<file path="config.mk">
export PLATFORM = sky130hd
export DESIGN_NAME = cam_cmd_sequencer
export DESIGN_NICKNAME = d
export VERILOG_FILES = /design/src/rtl/cam_cmd_sequencer.sv
export SDC_FILE = /design/constraint.sdc
export NUM_CORES = 1
export LEC_CHECK = 0
export BUFFER_PORTS_ARGS = -buffer_cell sky130_fd_sc_hd__buf_4
export CELL_PAD_IN_SITES_DETAIL_PLACEMENT = 0
export CELL_PAD_IN_SITES_GLOBAL_PLACEMENT = 1
export CORE_MARGIN = 5
export CORE_UTILIZATION = 45
export CTS_BUF_LIST = sky130_fd_sc_hd__clkbuf_16
export DETAILED_ROUTE_END_ITERATION = 16
export PLACE_DENSITY = 0.89
export SLEW_MARGIN = 20
export SYNTH_ARGS = -nofsm -noshare
export SYNTH_HDL_FRONTEND = slang
export SYNTH_SLANG_ARGS = --single-unit
</file>
<file path="constraint.sdc">
create_clock -name clk_i -period 3.5 [get_ports clk_i]
set_clock_uncertainty 0.1 [all_clocks]
set_input_delay 0.525 -clock clk_i [delete_from_list [all_inputs] [get_ports clk_i]]
set_output_delay 0.525 -clock clk_i [all_outputs]
set_load 0.1 [all_outputs]
</file>
<file path="src/rtl/cam_cmd_sequencer.sv">
// Request FIFO plus single-outstanding CAM op sequencer with a response channel.
// Optional macro CAM_SEQ_WRACK_EN: writes also return a response (op=01, hit=1, data=written data).
module cam_cmd_sequencer #(
  parameter int DATA_WIDTH  = 32,
  parameter int ADDR_WIDTH  = 5,
  parameter int FIFO_DEPTH  = 4,
  parameter int CAM_LATENCY = 1
) (
  input  logic                  clk_i,
  input  logic                  rst_i,
  input  logic                  req_valid_i,
  output logic                  req_ready_o,
  input  logic [1:0]            req_op_i,
  input  logic [ADDR_WIDTH-1:0] req_index_i,
  input  logic [DATA_WIDTH-1:0] req_data_i,
  output logic                  read_o,
  output logic                  write_o,
  output logic                  search_o,
  output logic [ADDR_WIDTH-1:0] read_index_o,
  output logic [ADDR_WIDTH-1:0] write_index_o,
  output logic [DATA_WIDTH-1:0] write_data_o,
  output logic [DATA_WIDTH-1:0] search_data_o,
  input  logic                  read_valid_i,
  input  logic [DATA_WIDTH-1:0] read_value_i,
  input  logic                  search_valid_i,
  input  logic [ADDR_WIDTH-1:0] search_index_i,
  output logic                  rsp_valid_o,
  input  logic                  rsp_ready_i,
  output logic [1:0]            rsp_op_o,
  output logic                  rsp_hit_o,
  output logic [DATA_WIDTH-1:0] rsp_data_o,
  output logic                  err_o,
  output logic [1:0]            state_o
);

  // Handshakes: a transfer happens on a rising edge where valid and ready are
  // both 1; a valid payload is held stable until that edge.

  localparam int ENTRY_W = 2 + ADDR_WIDTH + DATA_WIDTH;
  localparam int PTR_W   = (FIFO_DEPTH > 1) ? $clog2(FIFO_DEPTH) : 1;
  localparam int CNT_W   = $clog2(FIFO_DEPTH + 1);
  localparam int LAT_W   = (CAM_LATENCY > 1) ? $clog2(CAM_LATENCY) : 1;

  localparam logic [1:0] OP_READ   = 2'b00;
  localparam logic [1:0] OP_WRITE  = 2'b01;
  localparam logic [1:0] OP_SEARCH = 2'b10;

  typedef enum logic [1:0] {S_IDLE = 2'd0, S_ISSUE = 2'd1, S_WAIT = 2'd2, S_RESP = 2'd3} state_t;

  state_t state_q, state_d;

  logic [ENTRY_W-1:0]    fifo_mem [FIFO_DEPTH];
  logic [PTR_W-1:0]      wr_ptr, rd_ptr;
  logic [CNT_W-1:0]      count;
  logic                  ready_en;
  logic                  push, pop;
  logic [ENTRY_W-1:0]    head;

  logic [1:0]            op_q;
  logic [ADDR_WIDTH-1:0] idx_q;
  logic [DATA_WIDTH-1:0] data_q;
  logic [LAT_W-1:0]      lat_q;
  logic                  lat_done;

  logic [1:0]            rsp_op_q;
  logic                  rsp_hit_q;
  logic [DATA_WIDTH-1:0] rsp_data_q;
  logic                  err_q;

  // ready_en keeps req_ready_o low during reset and until the first clock after it
  assign req_ready_o = ready_en && (count != CNT_W'(FIFO_DEPTH));
  assign push        = req_valid_i && req_ready_o;
  assign pop         = (state_q == S_IDLE) && (count != '0);
  assign head        = fifo_mem[rd_ptr];
  assign lat_done    = (lat_q == LAT_W'(CAM_LATENCY - 1));

  always_ff @(posedge clk_i) begin
    if (push) fifo_mem[wr_ptr] <= {req_op_i, req_index_i, req_data_i};
  end

  always_ff @(posedge clk_i or posedge rst_i) begin
    if (rst_i) begin
      wr_ptr   <= '0;
      rd_ptr   <= '0;
      count    <= '0;
      ready_en <= 1'b0;
    end else begin
      ready_en <= 1'b1;
      if (push) wr_ptr <= wr_ptr + PTR_W'(1);
      if (pop)  rd_ptr <= rd_ptr + PTR_W'(1);
      count <= count + CNT_W'(push) - CNT_W'(pop);
    end
  end

  always_ff @(posedge clk_i or posedge rst_i) begin
    if (rst_i) state_q <= S_IDLE;
    else       state_q <= state_d;
  end

  always_comb begin
    state_d = state_q;
    case (state_q)
      S_IDLE:  if (count != '0) state_d = S_ISSUE;
      S_ISSUE: begin
        case (op_q)
          OP_READ, OP_SEARCH: state_d = S_WAIT;
`ifdef CAM_SEQ_WRACK_EN
          OP_WRITE:           state_d = S_RESP;
`else
          OP_WRITE:           state_d = S_IDLE;
`endif
          default:            state_d = S_IDLE;
        endcase
      end
      S_WAIT:  if (lat_done) state_d = S_RESP;
      S_RESP:  if (rsp_ready_i) state_d = S_IDLE;
      default: state_d = S_IDLE;
    endcase
  end

  // Strobes and CAM-side buses are decoded from registered state, so reset clears them at once
  assign read_o        = (state_q == S_ISSUE) && (op_q == OP_READ);
  assign write_o       = (state_q == S_ISSUE) && (op_q == OP_WRITE);
  assign search_o      = (state_q == S_ISSUE) && (op_q == OP_SEARCH);
  assign read_index_o  = read_o   ? idx_q  : '0;
  assign write_index_o = write_o  ? idx_q  : '0;
  assign write_data_o  = write_o  ? data_q : '0;
  assign search_data_o = search_o ? data_q : '0;

  always_ff @(posedge clk_i or posedge rst_i) begin
    if (rst_i) begin
      op_q       <= '0;
      idx_q      <= '0;
      data_q     <= '0;
      lat_q      <= '0;
      rsp_op_q   <= '0;
      rsp_hit_q  <= 1'b0;
      rsp_data_q <= '0;
      err_q      <= 1'b0;
    end else begin
      if (pop) begin
        op_q   <= head[ENTRY_W-1 -: 2];
        idx_q  <= head[DATA_WIDTH +: ADDR_WIDTH];
        data_q <= head[DATA_WIDTH-1:0];
      end
      if (state_q == S_ISSUE) begin
        lat_q <= '0;
        if (op_q == 2'b11) err_q <= 1'b1;
`ifdef CAM_SEQ_WRACK_EN
        if (op_q == OP_WRITE) begin
          rsp_op_q   <= OP_WRITE;
          rsp_hit_q  <= 1'b1;
          rsp_data_q <= data_q;
        end
`endif
      end
      if (state_q == S_WAIT) begin
        lat_q <= lat_q + LAT_W'(1);
        if (lat_done) begin
          rsp_op_q <= op_q;
          if (op_q == OP_READ) begin
            rsp_hit_q  <= read_valid_i;
            rsp_data_q <= read_value_i;
          end else begin
            rsp_hit_q  <= search_valid_i;
            rsp_data_q <= search_valid_i ? DATA_WIDTH'(search_index_i) : '0;
          end
        end
      end
    end
  end

  assign rsp_valid_o = (state_q == S_RESP);
  assign rsp_op_o    = rsp_op_q;
  assign rsp_hit_o   = rsp_hit_q;
  assign rsp_data_o  = rsp_data_q;
  assign err_o       = err_q;
  assign state_o     = state_q;

endmodule

</file>
==> impl_table.tex <==
\begin{tabular}{lr}
\hline
Metric & Value \\
\hline
\multicolumn{2}{l}{\textbf{Power and ir drop}} \\
Switching power of the nets & 5.19 mW \\
Max IR drop VDD & 0.414 mV \\
Net switching share of the total power & 44.4\% \\
Areal power density over the cells & 954 nW/µm² \\
Total internal power & 6.49 mW \\
Sequential Power Share & 36.7\% \\
Static Leak & 5.23 nW \\
Logic gate share of total power & 43.3\% \\
Part of the total power dissipated in the clock network & 20.0\% \\
Total Power Consumption & 11.7 mW \\
\multicolumn{2}{l}{\textbf{Routing}} \\
Vias & 5783 \\
Number of detailed-route iterations in the first pass & 4 \\
Mean routed wirelength per cell & 19.5 µm \\
Routed WL & 21800 µm \\
Via density per instance & 5.18 \\
Residual DRC count & 0 \\
Remaining number of nets flagged by the antenna check after routing & 0 \\
Iteration-0 DRC count of the detailed router & 317 \\
\multicolumn{2}{l}{\textbf{Global routing}} \\
Pin count of the biggest net entering global routing & 52 \\
Via count of the first global-routing pass & 6121 \\
First-pass GRT wire length & 34100 µm \\
Overall routing resource usage & 17.8\% \\
Global route total overflow & 0 \\
Initial antenna violation count & 0 \\
\multicolumn{2}{l}{\textbf{Logic synthesis}} \\
Async S/R FF share, synth & 35.5\% \\
Register area share after synthesis & 70.5\% \\
Synthesized flop and latch total & 242 \\
Post-synthesis instance area & 9690 µm² \\
Number of flops mapped to enable cells by yosys & 156 \\
Gate count after technology mapping & 616 \\
Number of distinct standard cells referenced by the synthesized netlist & 38 \\
Net count of the mapped netlist & 710 \\
Ys flop type & sky130\_fd\_sc\_hd\_\_edfxtp\_1 \\
Average cell area after synthesis & 15.7 µm² \\
Warning count from the yosys run & 0 \\
\multicolumn{2}{l}{\textbf{Floorplanning}} \\
Placement row count & 53 \\
Core outline area & 21100 µm² \\
Effective utilization at floorplan & 46.0\% \\
Height of the chip & 157 µm \\
Die Outline Area & 24600 µm² \\
I/O pin count & 199 \\
Horizontal extent of the die & 157 µm \\
\multicolumn{2}{l}{\textbf{CTS}} \\
Clock insertion delay at the later pin of the skew report & 0.51 ns \\
TritonCTS clock tree & built \\
Post-CTS sizing & 0 \\
H-tree levels & 1 \\
Root buffer selected by CTS & sky130\_fd\_sc\_hd\_\_clkbuf\_16 \\
Setup repair bufs after CTS & 0 \\
Clock-pin slew reported for the worst setup and hold paths after clock tree synthesis & 0.06 ns \\
Sink count of the clock tree & 242 \\
Clock buffer count from CTS & 25 \\
Number of buffers added to fix hold violations after cts & 0 \\
Maximum buffer depth of the clock tree & 3 \\
\multicolumn{2}{l}{\textbf{Final layout}} \\
Multi-input gate area in the final layout & 2650 µm² \\
Fill cell instance count of the final layout & 1685 \\
Area taken by flip-flops and latches & 6840 µm² \\
Fraction of layout instances using a drive strength above 1 & 36.6\% \\
Most used cells in the layout excluding fill and tap cells & sky130\_fd\_sc\_hd\_\_buf\_4 (212), sky130\_fd\_sc\_hd\_\_edfxtp\_1 (156), sky130\_fd\_sc\_hd\_\_nand2\_1 (125), sky130\_fd\_sc\_hd\_\_dfrtp\_1 (84), sky130\_fd\_sc\_hd\_\_and2\_1 (62) \\
Antenna Diode Count & 0 \\
Area growth syn-to-layout & 26.3\% \\
Leading cell type in the layout, fill and taps excluded & sky130\_fd\_sc\_hd\_\_buf\_4 \\
Net count of the finished layout & 917 \\
\multicolumn{2}{l}{\textbf{Timing}} \\
Final hold viol count & 0 \\
Maximum clock rate & 0.313 GHz \\
Worst Setup Slack, final & 0.307 ns \\
Setup TNS after final layout & 0 ns \\
Worst slew margin relative to its limit & 31.7\% \\
Final Setup Violations & 0 \\
Final worst path period share & 91.2\% \\
Unrepaired setup endpoints after global routing & no \\
Actual transition at the worst max-transition pin & 1.03 ns \\
Post-layout minimum cycle time & 3.19 ns \\
Number of max-slew violations in the final report & 0 \\
\multicolumn{2}{l}{\textbf{Place}} \\
Weighted congestion at the end of routability-driven global placement & 0.789 \\
HPWL after DPL & 14500 µm \\
Worst-case setup slack after placement & 0.642 ns \\
Number of port buffers & 198 \\
\multicolumn{2}{l}{\textbf{Worst setup path}} \\
Arrival time of data at the critical path endpoint & 2.57 ns \\
CP Launch Type & register \\
Type of the worst setup path & reg -> out \\
Crit path required time & 2.87 ns \\
Type of destination of the critical path & output pin \\
Setup slack of the worst register-to-register path & 1.14 ns \\
Worst-path maximum fanout & 20 \\
\multicolumn{2}{l}{\textbf{Outcome}} \\
Status & complete, no violations \\
\multicolumn{2}{l}{\textbf{Flow run}} \\
Max cap viols & 0 \\
\multicolumn{2}{l}{\textbf{Min path}} \\
Path category of the worst min-delay check & in -> async \\
\hline
\end{tabular}
-- synth_stat cells (all sizes together), types with 2 or more instances --
cell type | n | share of area, %
xnor2 | 5 | 0.45
nand2 | 125 | 4.8
buf | 22 | 1.5
edfxtp | 156 | 48
clkbuf | 12 | 0.46
mux2i | 4 | 0.41
o21ai | 6 | 0.31
mux2 | 3 | 0.39
nand2b | 2 | 0.13
dfrtp | 86 | 22
and3 | 5 | 0.32
inv | 12 | 0.46
nor2 | 4 | 0.23
a22o | 27 | 2.4
mux4 | 39 | 9.3
nor3b | 5 | 0.39
a31oi | 5 | 0.32
and2 | 75 | 4.8
ha | 11 | 1.4
-- flip-flops by register name, summed over array words and instances (netlist names), named ones only --
name,count
rsp_data_o,32
wr_ptr,2
op_q,2
data_q,32
fifo_mem,156
count,3
rsp_op_o,2
err_o,1
ready_en,1
rsp_hit_o,1
rd_ptr,2
state_o,1
lat_q,1
idx_q,5
-- metal layers --
metal / vias to the layer above / routed length, µm / GRT usage, %
li1: 2641 / - / -
met1: 2884 / 9090 / 23.9
met2: 228 / 10500 / 29.7
met3: 30 / 1900 / 4.18
met4: 0 / 390 / 4.05
met5: - / 0 / 0
-- final cells by class --
type / instances / area share (%)
Timing Repair Buffer: 214 / 13.3
Sequential cell: 242 / 55.9
Tap cell: 275 / 2.81
Clock inverter: 21 / 0.808
Inverter: 12 / 0.388
Clock buffer: 25 / 5.11
Multi-Input combinational cell: 328 / 21.7
-- final timing paths --
path,start,end,cells past startpoint
setup / recovery,register,write_data_o[20],6
hold / removal,rst_i,rsp_data_o[23]$_DFFE_PP0P_,2
setup reg to reg,state_o[0]$_DFFE_PP0P_,count[2]$_DFF_PP0_,11
hold reg to reg,data_q[24]$_DFFE_PP0P_,data_q[24]$_DFFE_PP0P_,2
max in group asynchronous,rst_i,count[1]$_DFF_PP0_,3
min in group clk_i,req_data_i[25],fifo_mem[2][25]$_DFFE_PP_,1
-- power by group through the flow --
stage | logic (mW) | clock network, mW | registers (mW)
2_1_floorplan | 3.14 | 0 | 5.06
3_3_place_gp | 5.03 | 0 | 4.33
3_5_place_dp | 5.10 | 0 | 4.36
4_1_cts | 5.11 | 2.40 | 4.31
5_1_grt | 5.37 | 2.53 | 4.39
6_report | 5.06 | 2.34 | 4.28
-- critical path: stages (launching register included) --
cell and delay (ns):
sky130_fd_sc_hd__dfrtp_1 0.42, sky130_fd_sc_hd__inv_1 0.13, sky130_fd_sc_hd__ha_1 0.34, sky130_fd_sc_hd__and3b_2 0.41, sky130_fd_sc_hd__buf_4 0.29, sky130_fd_sc_hd__and2_1 0.17
sky130_fd_sc_hd__buf_4 0.29
-- stage by stage --
stage	std cells	util, %	area (µm²)	hold slack [ns]
finish	1117	58.0	12200	0.0136
global route	1117	58.0	12200	0.0667
CTS	1117	58.0	12200	0.0124
detailed placement	1071	54.6	11500	0.374
global placement	1071	54.6	11500	0.364
floorplan	616	-	9700	0.351
-- cell families after synthesis --
family	Yosys count	synth area share [%]
AO/OA/AOI/OAI	44	3.80
XOR/XNOR	5	0.452
adder cells (fa/ha/maj)	12	1.63
buffers and inverters	46	2.39
flip-flops	242	70.5
multiplexers	46	10.1
other	1	0.0387
AND/OR/NAND/NOR	220	11.0
No activity file was read; power rests on OpenSTA's default activity.
